$ cat src/rtl/led_flow_ctrl_if.sv
// rtl/led_flow_ctrl_if.sv - control and LED output bundle for the running-light controller
interface led_flow_ctrl_if #(
    parameter int WIDTH = 16
);
    logic             en;
    logic [1:0]       mode;
    logic [1:0]       speed;
    logic [WIDTH-1:0] led;
    logic             step;
    logic             dir;

    modport master (
        output en, mode, speed,
        input  led, step, dir
    );

    modport slave (
        input  en, mode, speed,
        output led, step, dir
    );
endinterface

$ cat src/rtl/led_flow_ctrl.sv
// rtl/led_flow_ctrl.sv - prescaled running-light controller with four selectable patterns
module led_flow_ctrl #(
    parameter int WIDTH    = 16,
    parameter int BASE_DIV = 10_000_000,
    parameter int DIV_W    = 32
) (
    input  logic               clk,
    input  logic               rstn,
    led_flow_ctrl_if.slave     bus
);

    typedef enum logic [1:0] {
        RIGHT = 2'd0,
        LEFT  = 2'd1,
        FILL  = 2'd2,
        DRAIN = 2'd3
    } state_t;

    localparam logic [WIDTH-1:0] MSB_ONLY = {1'b1, {(WIDTH-1){1'b0}}};
    localparam logic [WIDTH-1:0] LSB_ONE  = {{(WIDTH-1){1'b0}}, 1'b1};
    localparam logic [WIDTH-1:0] ALL_ONES = {WIDTH{1'b1}};
    localparam logic [WIDTH-1:0] ALL_ZERO = {WIDTH{1'b0}};

    logic [WIDTH-1:0] led_q,   led_n;
    logic [DIV_W-1:0] cnt_q,   cnt_n;
    logic [1:0]       mode_q,  mode_n;
    state_t           state_q, state_n;
    logic             step_q,  step_n;
    logic             dir_q,   dir_n;

    // values the pattern would take if it advanced this cycle
    logic [WIDTH-1:0] adv_led;
    state_t           adv_state;
    logic             adv_dir;

    logic [DIV_W-1:0] term;
    logic             one_hot;

    // speed shifts the base period; ">=" lets a speed-up fire immediately
    assign term    = (DIV_W'(BASE_DIV) << bus.speed) - DIV_W'(1);
    assign one_hot = (led_q != ALL_ZERO) && ((led_q & (led_q - LSB_ONE)) == ALL_ZERO);

    // next pattern value for the currently latched mode
    always_comb begin
        adv_led   = led_q;
        adv_state = state_q;
        adv_dir   = dir_q;
        case (mode_q)
            2'b00: begin
                adv_dir   = 1'b0;
                adv_state = RIGHT;
                if (!one_hot || led_q == LSB_ONE) begin
                    adv_led = MSB_ONLY;
                end else begin
                    adv_led = led_q >> 1;
                end
            end
            2'b01: begin
                adv_dir   = 1'b1;
                adv_state = LEFT;
                if (!one_hot || led_q == MSB_ONLY) begin
                    adv_led = LSB_ONE;
                end else begin
                    adv_led = led_q << 1;
                end
            end
            2'b10: begin
                if (!one_hot) begin
                    adv_led   = MSB_ONLY;
                    adv_state = RIGHT;
                    adv_dir   = 1'b0;
                end else if (state_q == LEFT) begin
                    if (led_q == MSB_ONLY) begin
                        adv_led   = led_q >> 1;
                        adv_state = RIGHT;
                        adv_dir   = 1'b0;
                    end else begin
                        adv_led = led_q << 1;
                        adv_dir = 1'b1;
                    end
                end else begin
                    if (led_q == LSB_ONE) begin
                        adv_led   = led_q << 1;
                        adv_state = LEFT;
                        adv_dir   = 1'b1;
                    end else begin
                        adv_led   = led_q >> 1;
                        adv_state = RIGHT;
                        adv_dir   = 1'b0;
                    end
                end
            end
            default: begin
                adv_dir = 1'b0;
                if (state_q == DRAIN) begin
                    if (led_q == ALL_ZERO) begin
                        adv_led   = MSB_ONLY;
                        adv_state = FILL;
                    end else begin
                        adv_led = {1'b0, led_q[WIDTH-1:1]};
                    end
                end else begin
                    adv_led   = {1'b1, led_q[WIDTH-1:1]};
                    adv_state = ({1'b1, led_q[WIDTH-1:1]} == ALL_ONES) ? DRAIN : FILL;
                end
            end
        endcase
    end

    // mode reload takes priority over the prescaler; pause freezes everything
    always_comb begin
        led_n   = led_q;
        cnt_n   = cnt_q;
        mode_n  = mode_q;
        state_n = state_q;
        dir_n   = dir_q;
        step_n  = 1'b0;
        if (bus.mode != mode_q) begin
            mode_n = bus.mode;
            cnt_n  = '0;
            case (bus.mode)
                2'b00: begin led_n = MSB_ONLY; state_n = RIGHT; dir_n = 1'b0; end
                2'b01: begin led_n = LSB_ONE;  state_n = LEFT;  dir_n = 1'b1; end
                2'b10: begin led_n = MSB_ONLY; state_n = RIGHT; dir_n = 1'b0; end
                default: begin led_n = MSB_ONLY; state_n = FILL; dir_n = 1'b0; end
            endcase
        end else if (bus.en) begin
            if (cnt_q >= term) begin
                cnt_n   = '0;
                led_n   = adv_led;
                state_n = adv_state;
                dir_n   = adv_dir;
                step_n  = 1'b1;
            end else begin
                cnt_n = cnt_q + DIV_W'(1);
            end
        end
    end

    // state register with synchronous active-low reset
    always_ff @(posedge clk) begin
        if (!rstn) begin
            led_q   <= MSB_ONLY;
            cnt_q   <= '0;
            mode_q  <= 2'b00;
            state_q <= RIGHT;
            step_q  <= 1'b0;
            dir_q   <= 1'b0;
        end else begin
            led_q   <= led_n;
            cnt_q   <= cnt_n;
            mode_q  <= mode_n;
            state_q <= state_n;
            step_q  <= step_n;
            dir_q   <= dir_n;
        end
    end

    assign bus.led  = led_q;
    assign bus.step = step_q;
    assign bus.dir  = dir_q;

endmodule

$ cat src/flat_wrapper.sv
// flat-port wrapper written by rule: the top's interface ports become plain ports
module led_flow_ctrl_flat 
#(
    parameter int WIDTH    = 16,
    parameter int BASE_DIV = 10_000_000,
    parameter int DIV_W    = 32
)
  (clk, rstn, bus_en, bus_mode, bus_speed, bus_led, bus_step, bus_dir);
  led_flow_ctrl_if #(.WIDTH(WIDTH)) bus_i ();
  input  logic clk;
  input  logic rstn;
  input wire logic [$bits(bus_i.en)-1:0] bus_en;
  input wire logic [$bits(bus_i.mode)-1:0] bus_mode;
  input wire logic [$bits(bus_i.speed)-1:0] bus_speed;
  output wire logic [$bits(bus_i.led)-1:0] bus_led;
  output wire logic [$bits(bus_i.step)-1:0] bus_step;
  output wire logic [$bits(bus_i.dir)-1:0] bus_dir;
  assign bus_i.en = bus_en;
  assign bus_i.mode = bus_mode;
  assign bus_i.speed = bus_speed;
  assign bus_led = bus_i.led;
  assign bus_step = bus_i.step;
  assign bus_dir = bus_i.dir;
  led_flow_ctrl #(.WIDTH(WIDTH), .BASE_DIV(BASE_DIV), .DIV_W(DIV_W)) u_core (.clk(clk), .rstn(rstn), .bus(bus_i));
endmodule
$ cat config.mk
export PLATFORM = sky130hd
export DESIGN_NAME = led_flow_ctrl_flat
export DESIGN_NICKNAME = d
export VERILOG_FILES = /design/src/rtl/led_flow_ctrl_if.sv /design/src/rtl/led_flow_ctrl.sv /design/src/flat_wrapper.sv
export SDC_FILE = /design/constraint.sdc
export NUM_CORES = 1
export LEC_CHECK = 0
export CAP_MARGIN = 25
export CORE_MARGIN = 3
export CORE_UTILIZATION = 60
export DETAILED_ROUTE_END_ITERATION = 7
export PLACE_DENSITY = 0.88
export SLEW_MARGIN = 20
export SYNTH_ARGS = -nofsm -noshare
export SYNTH_HDL_FRONTEND = slang
export SYNTH_SLANG_ARGS = --single-unit
$ cat constraint.sdc
create_clock -name clk -period 3.8 [get_ports clk]
set_clock_uncertainty 0.2 [all_clocks]
set_input_delay 0.76 -clock clk [delete_from_list [all_inputs] [get_ports clk]]
set_output_delay 0.76 -clock clk [all_outputs]
set_load 0.02 [all_outputs]
# Yosys cells after proc, flatten, opt, wreduce, memory -nomap -nowiden
# Cells that the tools add are included.
# op_classes
n_addsub	3
n_lt_le_gt_ge	1
n_eq_ne	12
n_shift	1
n_mux	36
bitwise_logic	3
n_reduce_logical	16
# ops
op	count
$mux 16	12
$pmux 16 s3	1
$add 32x1->32 const B	1
$ge 32x32->1	1
$logic_not 16->1	2
$mux 32	1
$shl 24x2->32 const A	1
$sub 32x2->32 const B	1
$and 16x16->16	1
$eq 16x1->1 const B	1
$eq 16x16->1 const B	1
$mux 2	8
$reduce_bool 16->1	1
$sub 16x1->16 const B	1
$eq 15x15->1 const B	1
$mux 1	11
$eq 2x1->1 const B	3
$eq 2x2->1 const B	3
$ne 6x6->1 const B	1
$pmux 2 s3	1
$ne 5x5->1 const B	1
$logic_not 2->1	2
$pmux 2 s2	1
$reduce_and 4->1	1
other kinds (10)	14
# word_totals
regBits	54
input_bits	7
output_inout_bits	18
elab_cells	78

# Longest topological paths before layout
# Gate-level depths: netlist of run 1.
# depth
depth_word	11
mapped_depth	13
depth_no_buf	12

# Worst setup path after synthesis of run 1
# OpenSTA, ideal clock, no wires.
# synth_timing
kind	input to register
startpoint	in bus_speed[0]
endpoint	reg u_core.led_q[10], in the netlist u_core.bus.led[10]
setup_ps	92
t_arrival_ps	3270
required_time_ps	3508
path_slack_ps	238
stages	12
n_path_buf	1
path_cell_list	inv_1 ha_1 inv_1 ha_1 nand4_1 a2111o_1 a311o_1 or2_1 a21oi_1 buf_2 nand2_1 o32ai_1
# synth_via
elab_chain_len	5
# synth_lines
item	line	source
start: declaration	flat_wrapper.sv:14	input wire logic [$bits(bus_i.speed)-1:0] bus_speed;
$shl 24x2->32	led_flow_ctrl.sv:40	assign term = (DIV_W'(BASE_DIV) << bus.speed) - DIV_W'(1);
$sub 32x2->32	led_flow_ctrl.sv:40	
$ge 32x32->1	led_flow_ctrl.sv:128	if (cnt_q >= term) begin
$reduce_bool 2->1 (no source line)	--	
$reduce_and 2->1 (no source line)	--	
end signal: assignment	led_flow_ctrl.sv:150	led_q <= led_n;
end: declaration	led_flow_ctrl.sv:24	logic [WIDTH-1:0] led_q, led_n;
# No other way between the ends.
# A chain may end at the register's enable or synchronous reset.

# Final worst setup path of run 1
# layout_timing
startpoint	in bus_speed[0]
endpoint	reg u_core.led_q[11], in the netlist u_core.bus.led[11]
# Same word-level chain as after synthesis.

==> results of run 1 <==
-- worst paths after layout --
path,startpoint,endpoint,slack (ns),cells after the start
max,bus_speed[0],u_core.bus.led[11],0.34,14
min,u_core.state_q[0],u_core.state_q[0],0.30,2
max reg2reg,u_core.bus.led[1],u_core.bus.led[2],0.34,7
min reg2reg,u_core.state_q[0],u_core.state_q[0],0.30,2
-- registers in the layout, summed over array words and instances (netlist names) --
name and count:
u_core.bus.led 16, u_core.cnt_q 32, u_core.mode_q 2, u_core.state_q 2
u_core.bus.dir 1, u_core.bus.step 1
-- layout by cell type, fill, tap and decap left out, drive strengths merged, types with 4 or more instances in the layout --
master / Yosys / final
nand2: 32 / 32
a211oi: 4 / 4
nor3: 8 / 8
or4: 4 / 4
o32ai: 9 / 9
a31oi: 6 / 6
xor2: 19 / 19
buf: 10 / 31
dfxtp: 54 / 54
a21oi: 35 / 35
xnor2: 15 / 15
nand3: 17 / 17
nor2: 51 / 51
nor4b: 4 / 4
a31o: 9 / 9
clkdlybuf4s50: 0 / 22
nand4: 20 / 20
ha: 36 / 36
nor4: 8 / 8
and3: 8 / 8
clkbuf: 22 / 6
nand2b: 4 / 4
o21ai: 16 / 16
inv: 30 / 31
and2: 5 / 5
-- per-stage QoR --
| stage | setup TNS, ns | total power, mW | hold WS [ns] | instances |
|---|---|---|---|---|
| after floorplan | 0 | 0.7480 | 0.2544 | 484 |
| after global placement | -15.00 | 0.8116 | 0.2770 | 582 |
| after detailed placement | -21.20 | 0.8196 | 0.2928 | 582 |
| after CTS | 0 | 1.221 | 0.3083 | 590 |
| after global routing | 0 | 1.285 | 0.3424 | 591 |
| final | 0 | 1.244 | 0.3046 | 591 |
-- critical path, cell delays in order --
cell and delay (ns):
dlymetal6s2s_1 0.14, inv_2 0.09, buf_4 0.13, ha_2 0.19, inv_2 0.07, ha_4 0.27, nand4_1 0.11, or4_4 0.45
a311o_1 0.30, or2_4 0.26, a21oi_4 0.23, nand2b_4 0.24, buf_4 0.16, o32ai_1 0.08
-- cell families (layout without fill, tap and decap cells) --
family | count (synthesis) | count (layout) | synth area share, %
multiplexers | 4 | 4 | 1.055
AND/OR/NAND/NOR | 177 | 177 | 24.36
adder cells (fa/ha/maj) | 37 | 37 | 11.76
flip-flops | 54 | 54 | 27.62
AO/OA/AOI/OAI | 113 | 113 | 20.72
XOR/XNOR | 34 | 34 | 7.609
other | 1 | 3 | 0.09582
buffers and inverters | 62 | 94 | 6.777
-- layout make-up --
class | count | area (um2)
clock inverter | 3 | 43.79
tap | 75 | 93.84
inverter | 30 | 112.6
clock buffer | 5 | 68.82
sequential | 54 | 1081
multi-input combinational | 368 | 2669
fill | 384 | 1526
timing repair buffer | 56 | 535.5
-- routing by layer --
metal / GRT usage, % / share of wire (%) / vias up / routed length [um]
met5: 0 / 0 / - / 0
met4: 8.924 / 2.3 / 0 / 252
met3: 4.848 / 8.6 / 41 / 946
met2: 43.95 / 47 / 242 / 5175
met1: 37.77 / 42 / 1857 / 4633
li1: - / - / 1811 / -
-- where the power goes --
part           internal [mW]  switching, mW  total (mW)
Combinational          0.105          0.149       0.253
Sequential             0.572         0.0114       0.583
Clock                  0.198          0.209       0.407
-- timing repair --
item,4_1_cts,5_1_grt
pin swaps,1,3
setup buffers,0,0
cloned,0,1
resized for setup,8,20
setup endpoints to repair,49,50
==> flow_summary.yaml, run 1 <==
die:
  die_height_um: 86.77
  die_width_um: 86.77
  die_area_mm2: 0.007528
  rows: 28
  initial_utilization_pct: 63.84
  ios: 25
  fp.coreArea_mm2: 0.006131
flow_run:
  drv_cap: 0
global_routing:
  grt_pass1_vias: 3546
  grt_overflow: 0
  grt_max_degree: 27
  grt_pass1_wl_um: 16880
  grt_use_total_pct: 27.59
  antenna_found_initial: 0
route:
  drc: 0
  first_pass_iters: 7
  drt-vias-per-instance: 6.685
  routedWlPerCell_um: 18.62
  vias: 3951
  wirelength_um: 11010
  first_iter_violations: 521
  ant_nets: 0
power_and_ir_drop:
  p_per_area_mw_per_mm2: 270.1
  p_leak_nw: 1.786
  ir_drop_v: 0.0002614
finish:
  area_delta_synth_final_pct: 17.65
  diodes: 0
  drive_gt1_share_pct: 15.31
  design_area_mm2: 0.004604
  final_core_util_pct: 75.10
  final_nets: 558
yosys:
  synth.yosys.warnings: 0
  yosys_most_used_dff: "dfxtp_1"
  synth-edff-count: 0
  synth_async_sr_flop_share_pct: 0
  synth_area_mm2: 0.003914
  synth_commonest_cells: "54 x dfxtp_1, 51 x nor2_1, 36 x ha_1"
  yosysMostFrequentCell: "dfxtp_1"
  ys_types: 68
  postSynthAreaPerCell_um2: 8.120
  seq_area_frac_synth_pct: 27.62
  syn_inst: 482
  ys_seq_elements: 54
  synth_area_leader_cell: "dfxtp_1"
  yosys-top-cells-area: "dfxtp_1 28%, ha_1 12%, nor2_1 4.9%, a21oi_1 4.5%, xor2_1 4.3%"
  yosys.area.top_type_share_pct: 27.62
critical_path:
  cp-start-kind: "primary input"
  end_kind: "register"
  crit_fanout: 4
  critPathRequiredTime_ns: 3.82
  path_class: "in2reg"
  cp.arrival_ns: 3.48
worst_hold_path:
  min_path_type: "reg2reg"
timing:
  final_max_slew_viol_count: 0
  fmax_mhz: 288.7
  hold_viol_final: 0
  fin_crit_ns: 3.464
  worst_slew_pin_slew_ns: 0.9715
  rsz0062_at_grt: "false"
  max-slew-margin-rel_pct: 35.23
  post-route-worst-setup-slack_ns: 0.3358
  setup_viol: 0
  min_period_over_period_pct: 91.16
clock_network:
  cts_buffers: 5
  clockBufferDepth: 2
  cts_root_buf: "clkbuf_8"
  cts_hold_buf: 0
  cts.sinks: 54
  cts_tree: "built"
  worst_skew_pair.late_latency_ns: 0.33
  cts.clk_slew.worst_paths_ns: 0.10
  h-tree-depth: 2
place:
  pre_cts_ws_ns: -0.4830
  dpl.hpwl_um: 7444
  place_area_mm2: 0.004335
  gp_congestion: 0.9457
  io_buffer_count: 24
run_status:
  status: "finished, final reports clean"
Note: power is estimated with default switching activity, not from simulation.
==> run 2, diff against run 1 <==
--- a/config.mk
+++ b/config.mk
@@ -7,9 +7,9 @@
 export LEC_CHECK = 0
 export CAP_MARGIN = 25
 export CORE_MARGIN = 3
-export CORE_UTILIZATION = 60
+export CORE_UTILIZATION = 45
 export DETAILED_ROUTE_END_ITERATION = 7
-export PLACE_DENSITY = 0.88
+export PLACE_DENSITY = 0.7
 export SLEW_MARGIN = 20
 export SYNTH_ARGS = -nofsm -noshare
 export SYNTH_HDL_FRONTEND = slang
==> run 2 against run 1 <==
  * Register-to-register slack gained 0.26 ns
  * Utilization shrank 20 points
  * Global-route usage shrank 7.3 points
  * Non-clock buffer count shrank 1
  * Combinational power shrank 7%
  * Sequential power is essentially flat
  * Design area shrank 0.79%
  * Sequential share of layout area grew 0.19 points
  * Power shrank 5.9%
  * Final cell count grew 4.9%
  * Critical path type unchanged
==> flow_summary.yaml, run 2 (synthesis results as in run 1) <==
timing:
  max-slew-margin-rel_pct: 35.96
  rsz0062_at_grt: "false"
  worst_slew_pin_slew_ns: 0.9606
  holdWs_ns: 0.3008
  min_period_over_period_pct: 89.45
  setup_viol: 0
  fmax_mhz: 294.2
  fin_crit_ns: 3.399
  final_max_slew_viol_count: 0
  hold_viol_final: 0
critical_path:
  cp_top_family: "simple AND/OR/NAND/NOR gates"
  crit_slowest_cell: "or4_4"
  crit_path_end: "u_core.cnt_q[11]"
  cp-start-kind: "primary input"
  r2r_cells: 7
  cp-startpoint: "bus_speed[1]"
  path_cells: "dlymetal6s2s_1 > inv_2 > buf_4 > ha_1 > inv_1 > ha_1 > nand4_1 > or4_4 > a311o_1 > or2_4 > a21oi_4 > nand2b_4 > buf_8 > nor2_1"
  critPathRequiredTime_ns: 3.82
  crit_buf_inv: 5
  path_class: "in2reg"
  cp.arrival_ns: 3.42
  worstReg2RegStart: "u_core.bus.led[1]"
  cp_num_cells: 14
  r2r_end: "u_core.bus.led[4]"
  crit_path_max_incr_delay_ns: 0.44
  rrSetupSlack_ns: 0.60
  crit_fanout: 18
  end_kind: "register"
  crit_path_frequent_cell: "ha_1"
power_and_ir_drop:
  p_clk_share_pct: 29.9
  p_comb_share_pct: 20.2
  p_per_area_mw_per_mm2: 256.1
  power_mw: 1.170
  p_leak_nw: 1.771
  power.share.sequential_pct: 49.9
  p_int_mw: 0.8093
  power.switching_mw: 0.3608
  ir_drop_v: 0.0001686
  netSwitchingFraction_pct: 30.83
place:
  dp_cells: 611
  dpl.hpwl_um: 7068
  io_buffer_count: 24
  place_area_mm2: 0.004365
  gp_congestion: 0.9142
flow_run:
  drv_cap: 0
die:
  fp.coreArea_mm2: 0.008341
  initial_utilization_pct: 46.92
  die_area_mm2: 0.009853
  ios: 25
  die_height_um: 99.26
  rows: 33
  die_width_um: 99.26
finish:
  stdcell_count: 620
  area_delta_synth_final_pct: 16.72
  regMostFlops: "u_core.cnt_q"
  final_nets: 557
  final_common_cell: "dfxtp_1"
  largest_reg_flops: 32
  multi_input_area_mm2: 0.002628
  diodes: 0
  fillers: 782
  design_area_mm2: 0.004568
  final_core_util_pct: 54.77
  seq_area_mm2: 0.001081
  drive_gt1_share_pct: 13.79
  final_cell_mix: "54 x dfxtp_1, 51 x nor2_1, 35 x ha_1"
clock_network:
  worst_skew_pair.late_latency_ns: 0.31
  cts_root_buf: "clkbuf_8"
  h-tree-depth: 2
  cts_buffers: 5
  cts.sinks: 54
  cts.clk_slew.worst_paths_ns: 0.11
  clockBufferDepth: 2
  post-cts-setup-buffers: 0
  cts_hold_buf: 0
  cts_tree: "built"
global_routing:
  grt_pass1_vias: 3597
  antenna_found_initial: 0
  grt_overflow: 0
  grt_pass1_wl_um: 16910
  grt_max_degree: 27
  grt_use_total_pct: 20.32
route:
  first_iter_violations: 196
  wirelength_um: 9839
  routedWlPerCell_um: 15.87
  ant_nets: 0
  drt-vias-per-instance: 6.050
  drc: 0
  vias: 3751
  first_pass_iters: 5
worst_hold_path:
  min_path_type: "reg2reg"
run_status:
  status: "finished, final reports clean"
==> run 2: cell types whose count changed in the layout (fill, tap and decap cells not counted), sizes merged <==
cell	before	now
buf	31	30
clkinv	1	2
bufinv	1	0
==> run 2: worst min-delay path by stage <==
stage,startpoint,to,slack (ns),cells past startpoint
2_1_floorplan,u_core.cnt_q[1],u_core.cnt_q[1],0.25,2
5_1_grt,u_core.cnt_q[1],u_core.cnt_q[1],0.32,2
4_1_cts,u_core.cnt_q[1],u_core.cnt_q[1],0.30,2
3_5_place_dp,u_core.cnt_q[1],u_core.cnt_q[1],0.29,2
3_3_place_gp,u_core.cnt_q[1],u_core.cnt_q[1],0.28,2
6_report,u_core.cnt_q[1],u_core.cnt_q[1],0.30,2
==> run 2: layer usage <==
layer / up-vias / share of wire (%) / global-route usage [%]
met2: 123 / 49 / 32.80
met3: 13 / 4.9 / 2.805
met4: 0 / 1.6 / 7.773
met5: - / 0 / 0
met1: 1802 / 45 / 27.50
li1: 1813 / - / -
==> run 2: worst min-delay path: stages (launching register included) <==
cell and delay (ns):
dfxtp_1 0.35, nand2_1 0.07, a21oi_1 0.05
==> run 2: stage by stage <==
stage / TNS [ns] / setup slack [ns]
global placement: -16.17 / -0.4037
detailed placement: -20.44 / -0.5436
floorplan: 0 / 0.2376
finish: 0 / 0.4008
global route: 0 / 0.2577
CTS: 0 / 0.007923
==> run 2: cell type report <==
type | count | area share [%]
multi-input combinational | 368 | 57.52
sequential | 54 | 23.66
timing repair buffer | 55 | 11.34
tap | 105 | 2.876
inverter | 30 | 2.465
clock buffer | 5 | 1.506
clock inverter | 3 | 0.6300
==> run 2: power by group through the flow <==
| stage | registers [mW] | clock network (mW) | logic [mW] |
|---|---|---|---|
| 6_report | 0.584 | 0.350 | 0.236 |
| 5_1_grt | 0.585 | 0.383 | 0.261 |
| 4_1_cts | 0.583 | 0.361 | 0.225 |
| 3_5_place_dp | 0.596 | 0 | 0.222 |
| 3_3_place_gp | 0.596 | 0 | 0.218 |
| 2_1_floorplan | 0.595 | 0 | 0.153 |
==> run 2: what timing repair did <==
| action | in CTS | in global routing |
|---|---|---|
| resized for setup | 6 | 14 |
| cloned | 0 | 1 |
| endpoints found under the hold margin | 0 | 0 |
| setup endpoints to repair | 45 | 50 |
| pin swaps | 1 | 2 |
